**src/rtl/cal_sync_fifo.sv**
```systemverilog
// Parametrised single-clock FIFO with inferred RAM, 1- or 2-cycle read latency,
// occupancy count, almost-full/almost-empty thresholds and sticky error flags.
module cal_sync_fifo #(
  parameter int WIDTH     = 32,
  parameter int DEPTH     = 128,
  parameter int PIPE      = 1,
  parameter int AFULL_TH  = DEPTH - 4,
  parameter int AEMPTY_TH = 4
) (
  input  logic                       clock_i,
  input  logic                       reset_i,
  input  logic                       flush_i,
  input  logic [WIDTH-1:0]           wdata_i,
  input  logic                       wen_i,
  input  logic                       ren_i,
  input  logic                       err_clr_i,
  output logic [WIDTH-1:0]           rdata_o,
  output logic                       rvalid_o,
  output logic [$clog2(DEPTH):0]     count_o,
  output logic                       full_o,
  output logic                       empty_o,
  output logic                       afull_o,
  output logic                       aempty_o,
  output logic                       overflow_o,
  output logic                       underflow_o
);

  localparam int          AW        = $clog2(DEPTH);
  localparam logic [AW:0] DEPTH_C   = (AW+1)'(DEPTH);
  localparam logic [AW:0] AFULL_C   = (AW+1)'(AFULL_TH);
  localparam logic [AW:0] AEMPTY_C  = (AW+1)'(AEMPTY_TH);
  localparam logic        AFULL_RST = (AFULL_TH <= 0);

  logic [WIDTH-1:0] mem_q [DEPTH];
  logic [AW-1:0]    wptr_q, wptr_d, rptr_q, rptr_d;
  logic [AW:0]      count_q, count_d;
  logic             full_q, empty_q, afull_q, aempty_q;
  logic             ovf_q, ovf_d, udf_q, udf_d;
  logic             wr_ok, rd_ok;
  logic [WIDTH-1:0] rdata_q;
  logic             rvalid_q;

  // Full/empty come from registered state only, so a write never passes straight to a read.
  always_comb begin
    wr_ok   = wen_i & ~full_q & ~flush_i;
    rd_ok   = ren_i & ~empty_q & ~flush_i;
    wptr_d  = wptr_q;
    rptr_d  = rptr_q;
    count_d = count_q;
    if (flush_i) begin
      wptr_d  = '0;
      rptr_d  = '0;
      count_d = '0;
    end else begin
      if (wr_ok) wptr_d = wptr_q + 1'b1;
      if (rd_ok) rptr_d = rptr_q + 1'b1;
      if (wr_ok && !rd_ok)      count_d = count_q + 1'b1;
      else if (rd_ok && !wr_ok) count_d = count_q - 1'b1;
    end
    ovf_d = (wen_i & full_q & ~flush_i) | (ovf_q & ~err_clr_i);
    udf_d = (ren_i & empty_q & ~flush_i) | (udf_q & ~err_clr_i);
  end

  always_ff @(posedge clock_i or posedge reset_i) begin
    if (reset_i) begin
      wptr_q   <= '0;
      rptr_q   <= '0;
      count_q  <= '0;
      full_q   <= 1'b0;
      empty_q  <= 1'b1;
      afull_q  <= AFULL_RST;
      aempty_q <= 1'b1;
      ovf_q    <= 1'b0;
      udf_q    <= 1'b0;
    end else begin
      wptr_q   <= wptr_d;
      rptr_q   <= rptr_d;
      count_q  <= count_d;
      full_q   <= (count_d == DEPTH_C);
      empty_q  <= (count_d == '0);
      afull_q  <= (count_d >= AFULL_C);
      aempty_q <= (count_d <= AEMPTY_C);
      ovf_q    <= ovf_d;
      udf_q    <= udf_d;
    end
  end

  // RAM array has no reset so it maps onto block memory.
  always_ff @(posedge clock_i) begin
    if (wr_ok) mem_q[wptr_q] <= wdata_i;
  end

  generate
    if (PIPE == 0) begin : g_lat1
      always_ff @(posedge clock_i or posedge reset_i) begin
        if (reset_i) begin
          rdata_q  <= '0;
          rvalid_q <= 1'b0;
        end else begin
          rvalid_q <= rd_ok;
          if (rd_ok) rdata_q <= mem_q[rptr_q];
        end
      end
    end else begin : g_lat2
      logic [WIDTH-1:0] ram_dout_q;
      logic             ram_vld_q;

      always_ff @(posedge clock_i) begin
        if (rd_ok) ram_dout_q <= mem_q[rptr_q];
      end

      // A flush kills the word sitting in the RAM output stage as well.
      always_ff @(posedge clock_i or posedge reset_i) begin
        if (reset_i) begin
          ram_vld_q <= 1'b0;
          rdata_q   <= '0;
          rvalid_q  <= 1'b0;
        end else begin
          ram_vld_q <= rd_ok;
          rvalid_q  <= ram_vld_q & ~flush_i;
          if (ram_vld_q && !flush_i) rdata_q <= ram_dout_q;
        end
      end
    end
  endgenerate

  assign rdata_o     = rdata_q;
  assign rvalid_o    = rvalid_q;
  assign count_o     = count_q;
  assign full_o      = full_q;
  assign empty_o     = empty_q;
  assign afull_o     = afull_q;
  assign aempty_o    = aempty_q;
  assign overflow_o  = ovf_q;
  assign underflow_o = udf_q;

endmodule

```
**config.mk**
```make
export PLATFORM = sky130hd
export DESIGN_NAME = cal_sync_fifo
export DESIGN_NICKNAME = d
export VERILOG_FILES = /design/src/rtl/cal_sync_fifo.sv
export SDC_FILE = /design/constraint.sdc
export NUM_CORES = 2
export LEC_CHECK = 0
export CELL_PAD_IN_SITES_DETAIL_PLACEMENT = 0
export CELL_PAD_IN_SITES_GLOBAL_PLACEMENT = 1
export CORE_MARGIN = 2
export CORE_UTILIZATION = 45
export CTS_BUF_LIST = sky130_fd_sc_hd__clkbuf_4 sky130_fd_sc_hd__clkbuf_8
export DETAILED_ROUTE_END_ITERATION = 10
export PLACE_DENSITY_LB_ADDON = 0.1
export SYNTH_ARGS = -nofsm -noshare
export SYNTH_HDL_FRONTEND = slang
export SYNTH_SLANG_ARGS = --single-unit
```
**constraint.sdc**
```tcl
create_clock -name clock_i -period 4.95 [get_ports clock_i]
set_clock_uncertainty 0.2 [all_clocks]
set_input_delay 0.7425 -clock clock_i [delete_from_list [all_inputs] [get_ports clock_i]]
set_output_delay 0.7425 -clock clock_i [all_outputs]
set_load 0.01 [all_outputs]
```
# Word-level counts from Yosys, hierarchy flattened
# Memory sizes are Yosys's and may differ from the RTL's. A register that Yosys moved wholly into a read port is not among the register bits.
# Cells that the tools add are included.
totals:
  elab_cells: 55
  regBits: 62
  ramBits: 4096
  mem_count: 1
memory_table:
  columns: ["name", "depth", "width", "rd", "rd_clocked_by_memory_dff", "write_ports", "line", "rtl"]
  rows:
  - ["mem_q", 128, 32, 1, 1, 1, "34", "logic [WIDTH-1:0] mem_q [DEPTH];"]
op_classes:
  n_reduce_logical: 9
  bitwise_logic: 17
  addsub: 4
  n_eq_ne: 1
  n_lt_le_gt_ge: 2
  mux: 9
op_table:
  columns: ["op", "n"]
  rows:
  - ["$mux 7", 4]
  - ["$mux 8", 3]
  - ["$add 7x1->7 const B", 2]
  - ["$and 1x1->1", 11]
  - ["$add 8x1->8 const B", 1]
  - ["$eq 8x8->1 const B", 1]
  - ["$ge 8x7->1 const B", 1]
  - ["$le 8x3->1 const B", 1]
  - ["$logic_not 8->1", 1]
  - ["$sub 8x1->8 const B", 1]
  - ["$not 1->1", 4]
  - ["$reduce_bool 2->1", 2]
  - ["$logic_and 1x1->1", 3]
  - ["$logic_not 1->1", 3]
  - ["$mux 1", 2]
  - ["$or 1x1->1", 2]

# Logic depth before layout (Yosys ltp)
depth:
  ltp_word: 9
  mapped_depth: 12
  depth_no_buf: 7

# Worst setup path after synthesis
# No wires, ideal clock.
synth_timing:
  path_kind: "input port to flip-flop"
  from: "input flush_i"
  to: "memory mem_q[80][0], enable pin"
  n_path_buf: 0
  path_slack_ns: -0.243
  path_stages: 4
  arrival_ns: 4.491
  cell_sequence: "nor3b_2 -> and2_1 -> nand2_1 -> nor4_1"
synth_between:
  elab_chain_cells: 4
synth_lines:
  columns: ["item", "line", "rtl"]
  rows:
  - ["start, declared", "12", "input logic flush_i,"]
  - ["$not 1->1", "45", "wr_ok = wen_i & ~full_q & ~flush_i;"]
  - ["$and 1x1->1", "45", null]
  - ["$mux 1", "90", "if (wr_ok) mem_q[wptr_q] <= wdata_i;"]
  - ["$mux 1 (implied by the code)", "90", null]
  - ["end, declared", "34", null]
# No other way between the ends.

==> run metrics <==
outcome=finished, final reports clean; H-tree depth=6; mapped cell area=161,000 um2; number of port buffers=84; Avg Vias per Cell=6.07; Crit Path Class=flip-flop to flip-flop; CTS tree=built; Core Box Area=356,000 um2; Post-synth ARST share=1.48%; WP buf/inv=3; final net count=8,530; clock sinks=4,190; Top delay family on crit path=compound AO/OA/AOI/OAI gates; Slowest Stage Delay on Critical Path=0.97 ns; RSZ-0062 raised after global routing=false; sequential cell area fraction in the yosys report=77.7%; Syn Nets=7,654; Rows=219; Post-DRT Antenna Nets=0; Post-CTS Setup Bufs=0; Critical Path AT=5.36 ns; Initial Utilization=45.3%; leak pwr=56.6 nW; clk_lat worst skew=1.24 ns; worst slew pin tran=1.48 ns; Syn. warnings=0; startpoint types=flip-flop; Placed Area=172,000 um2; post-route cell area=185,000 um2; drt wl/cell=36.7 um; GPL Wtd Cong=0.863; total track usage=27.7%; Required @ worst endpoint=5.69 ns; Final Cycle Share=93.3%; HP Class=primary input to flip-flop; Cell variety after synth=63; CTS max path bufs=4; Slew headroom=1.21%; FF+latch count, synth=4,190; initial antenna violation count=38; GR Overflow Total=0; HPWL after detailed placement=310 mm; IO Count=85; peak supply drop=0.254 mV; Final Non-Filler Cells=13,800; Die W=603 um; Syn Inst Count=7,612; Placed Instances=12,500; # fillers=28,400; final worst path period need=4.62 ns; CP Cell Sequence=buf_12 > inv_8 > buf_4 > mux2_2 > o21ai_0 > a31oi_1 > a221oi_1 > a21oi_1; vias in the first global route=83,700; post-CTS sizing=0; Crit. End Element=flip-flop; DR vias=83,800; clock root cell=clkbuf_8; fin util=52.0%; Num CTS Buffers=690; clock slew seen by the registers of the worst setup and hold paths=0.06 ns; Die Y=603 um; final count of hold timing violations=0; share of cells above drive strength 1=29.1%; DRC Markers=0; area grow syn2layout=14.8%; pwr/cell area=411 nW/um2; Slowest-stage cell, CP=a221oi_1; Slew Viols, Final=0; crit path max fanout=55; maxcap violations=0; final setup fails=0; Detailed Route WL=507 mm; final hold slack=0.0787 ns; router iterations before antenna repair=6; global-route wire length before repair=693 mm; largest net degree at the start of global routing=129; die area=364,000 um2; ys flop type=edfxtp_1; Starting DRT DRC Count=10,900; Post-synth EDFFs=4,128; f_max=217 MHz; Avg Cell Area, Syn=21.2 um2
-- worst paths after layout --
kind | depth (start not counted) | to | start | slack (ns)
setup / recovery | 8 | g_lat2.ram_dout_q[25] | rptr_q[0] | 0.33
hold / removal | 1 | mem_q[19][19] | wdata_i[19] | 0.08
setup reg to reg | 8 | g_lat2.ram_dout_q[25] | rptr_q[0] | 0.33
hold reg to reg | 1 | rdata_o[22] | g_lat2.ram_dout_q[22] | 0.28
max in group asynchronous | 4 | rdata_o[14] | reset_i | 3.10
min in group asynchronous | 3 | afull_o | reset_i | 0.36
-- Yosys cell counts, drive strengths merged, types with 46 or more instances --
library cell / n / area [um2]
edfxtp: 4128 / 124000
dfrtp: 60 / 1500
mux2i: 678 / 6790
nor2: 161 / 612
mux4: 785 / 17700
a21oi: 199 / 996
a32oi: 57 / 499
a221oi: 55 / 488
o21ai: 100 / 500
a31oi: 84 / 526
o221ai: 57 / 499
buf: 294 / 2170
a22oi: 112 / 841
mux2: 46 / 518
clkbuf: 153 / 574
nand2: 375 / 1410
nand3: 60 / 300
-- report_power, final --
part           total (W)  internal [W]  switching (W)
combinational    0.00704       0.00278        0.00426
sequential        0.0397        0.0392       0.000465
clock             0.0295        0.0157         0.0138
-- logic make-up after synthesis --
logic type      Yosys count  share of synthesized area, %
simple gates            677                          1.76
mux                    1509                          15.5
compound gates          759                          3.19
flops                  4190                          77.7
fa+ha+maj                 4                        0.0310
buf+inv                 458                          1.72
xor+xnor                 15                        0.0814
-- cell usage in the layout (no fill, tap or decap), types with 11 or more instances in the layout --
cell,netlist,routed
a21oi_1,199,199
a221oi_1,54,51
a22o_1,15,15
a22oi_1,112,112
a31oi_1,84,84
a32oi_1,57,57
buf_12,3,101
buf_4,98,441
clkbuf_4,0,275
clkbuf_8,0,705
clkdlybuf4s50_1,0,51
clkinv_1,0,156
clkinv_2,0,45
clkinvlp_4,0,11
dfrtp_1,60,53
diode_2,0,23
dlygate4sd3_1,0,33
edfxtp_1,4128,4128
inv_6,0,17
mux2_2,46,46
mux2i_1,678,678
mux4_2,782,782
nand2_1,375,371
nand3_1,60,55
nor2_1,160,36
nor2_4,1,124
nor2b_1,19,12
o211ai_1,19,19
o21ai_0,93,91
o221ai_1,57,57
-- layout make-up --
cell class,instances,area (um2),area share [%]
Antenna cell,23,57.6,0.0311
Clock buffer,980,11800,6.35
Clock inverter,250,1440,0.775
Inverter,11,51.3,0.0277
Multi-Input combinational cell,2964,34300,18.5
Sequential cell,4190,126000,67.8
Tap cell,4751,5940,3.21
Timing Repair Buffer,631,6220,3.36
-- sequential cells by signal, summed over array words and instances (netlist names), 7 cells and up --
register and flops:
wptr_q 7, count_o 8, rptr_q 7, rdata_o 32
mem_q 4096, g_lat2.ram_dout_q 32
-- routing by layer --
| metal | global-route usage [%] | wire (um) |
|---|---|---|
| met1 | 38.9 | 208000 |
| met2 | 44.0 | 240000 |
| met3 | 5.48 | 41900 |
| met4 | 8.51 | 16700 |
| met5 | 0 | 104 |
-- metrics by stage --
| step | power [W] | TNS (ns) | setup slack [ns] |
|---|---|---|---|
| global placement | 0.0474 | -0.346 | -0.346 |
| CTS | 0.0768 | 0 | 0.290 |
| floorplan | 0.0439 | 0 | 0.595 |
| detailed placement | 0.0475 | 0 | 0.272 |
| global route | 0.0785 | 0 | 0.298 |
| finish | 0.0762 | 0 | 0.331 |
-- worst register-to-register path, stage by stage (launching register included) --
cell	delay (ns)
dfrtp_4	0.75
buf_12	0.39
inv_8	0.48
buf_4	0.65
mux2_2	0.46
o21ai_0	0.17
a31oi_1	0.16
a221oi_1	0.98
a21oi_1	0.09
-- timing repair --
action	in CTS	in global routing
hold endpoints to repair	1272	0
hold buffers	33	0
endpoints found under the setup margin	0	0
Power figures use the tool's default switching activity.
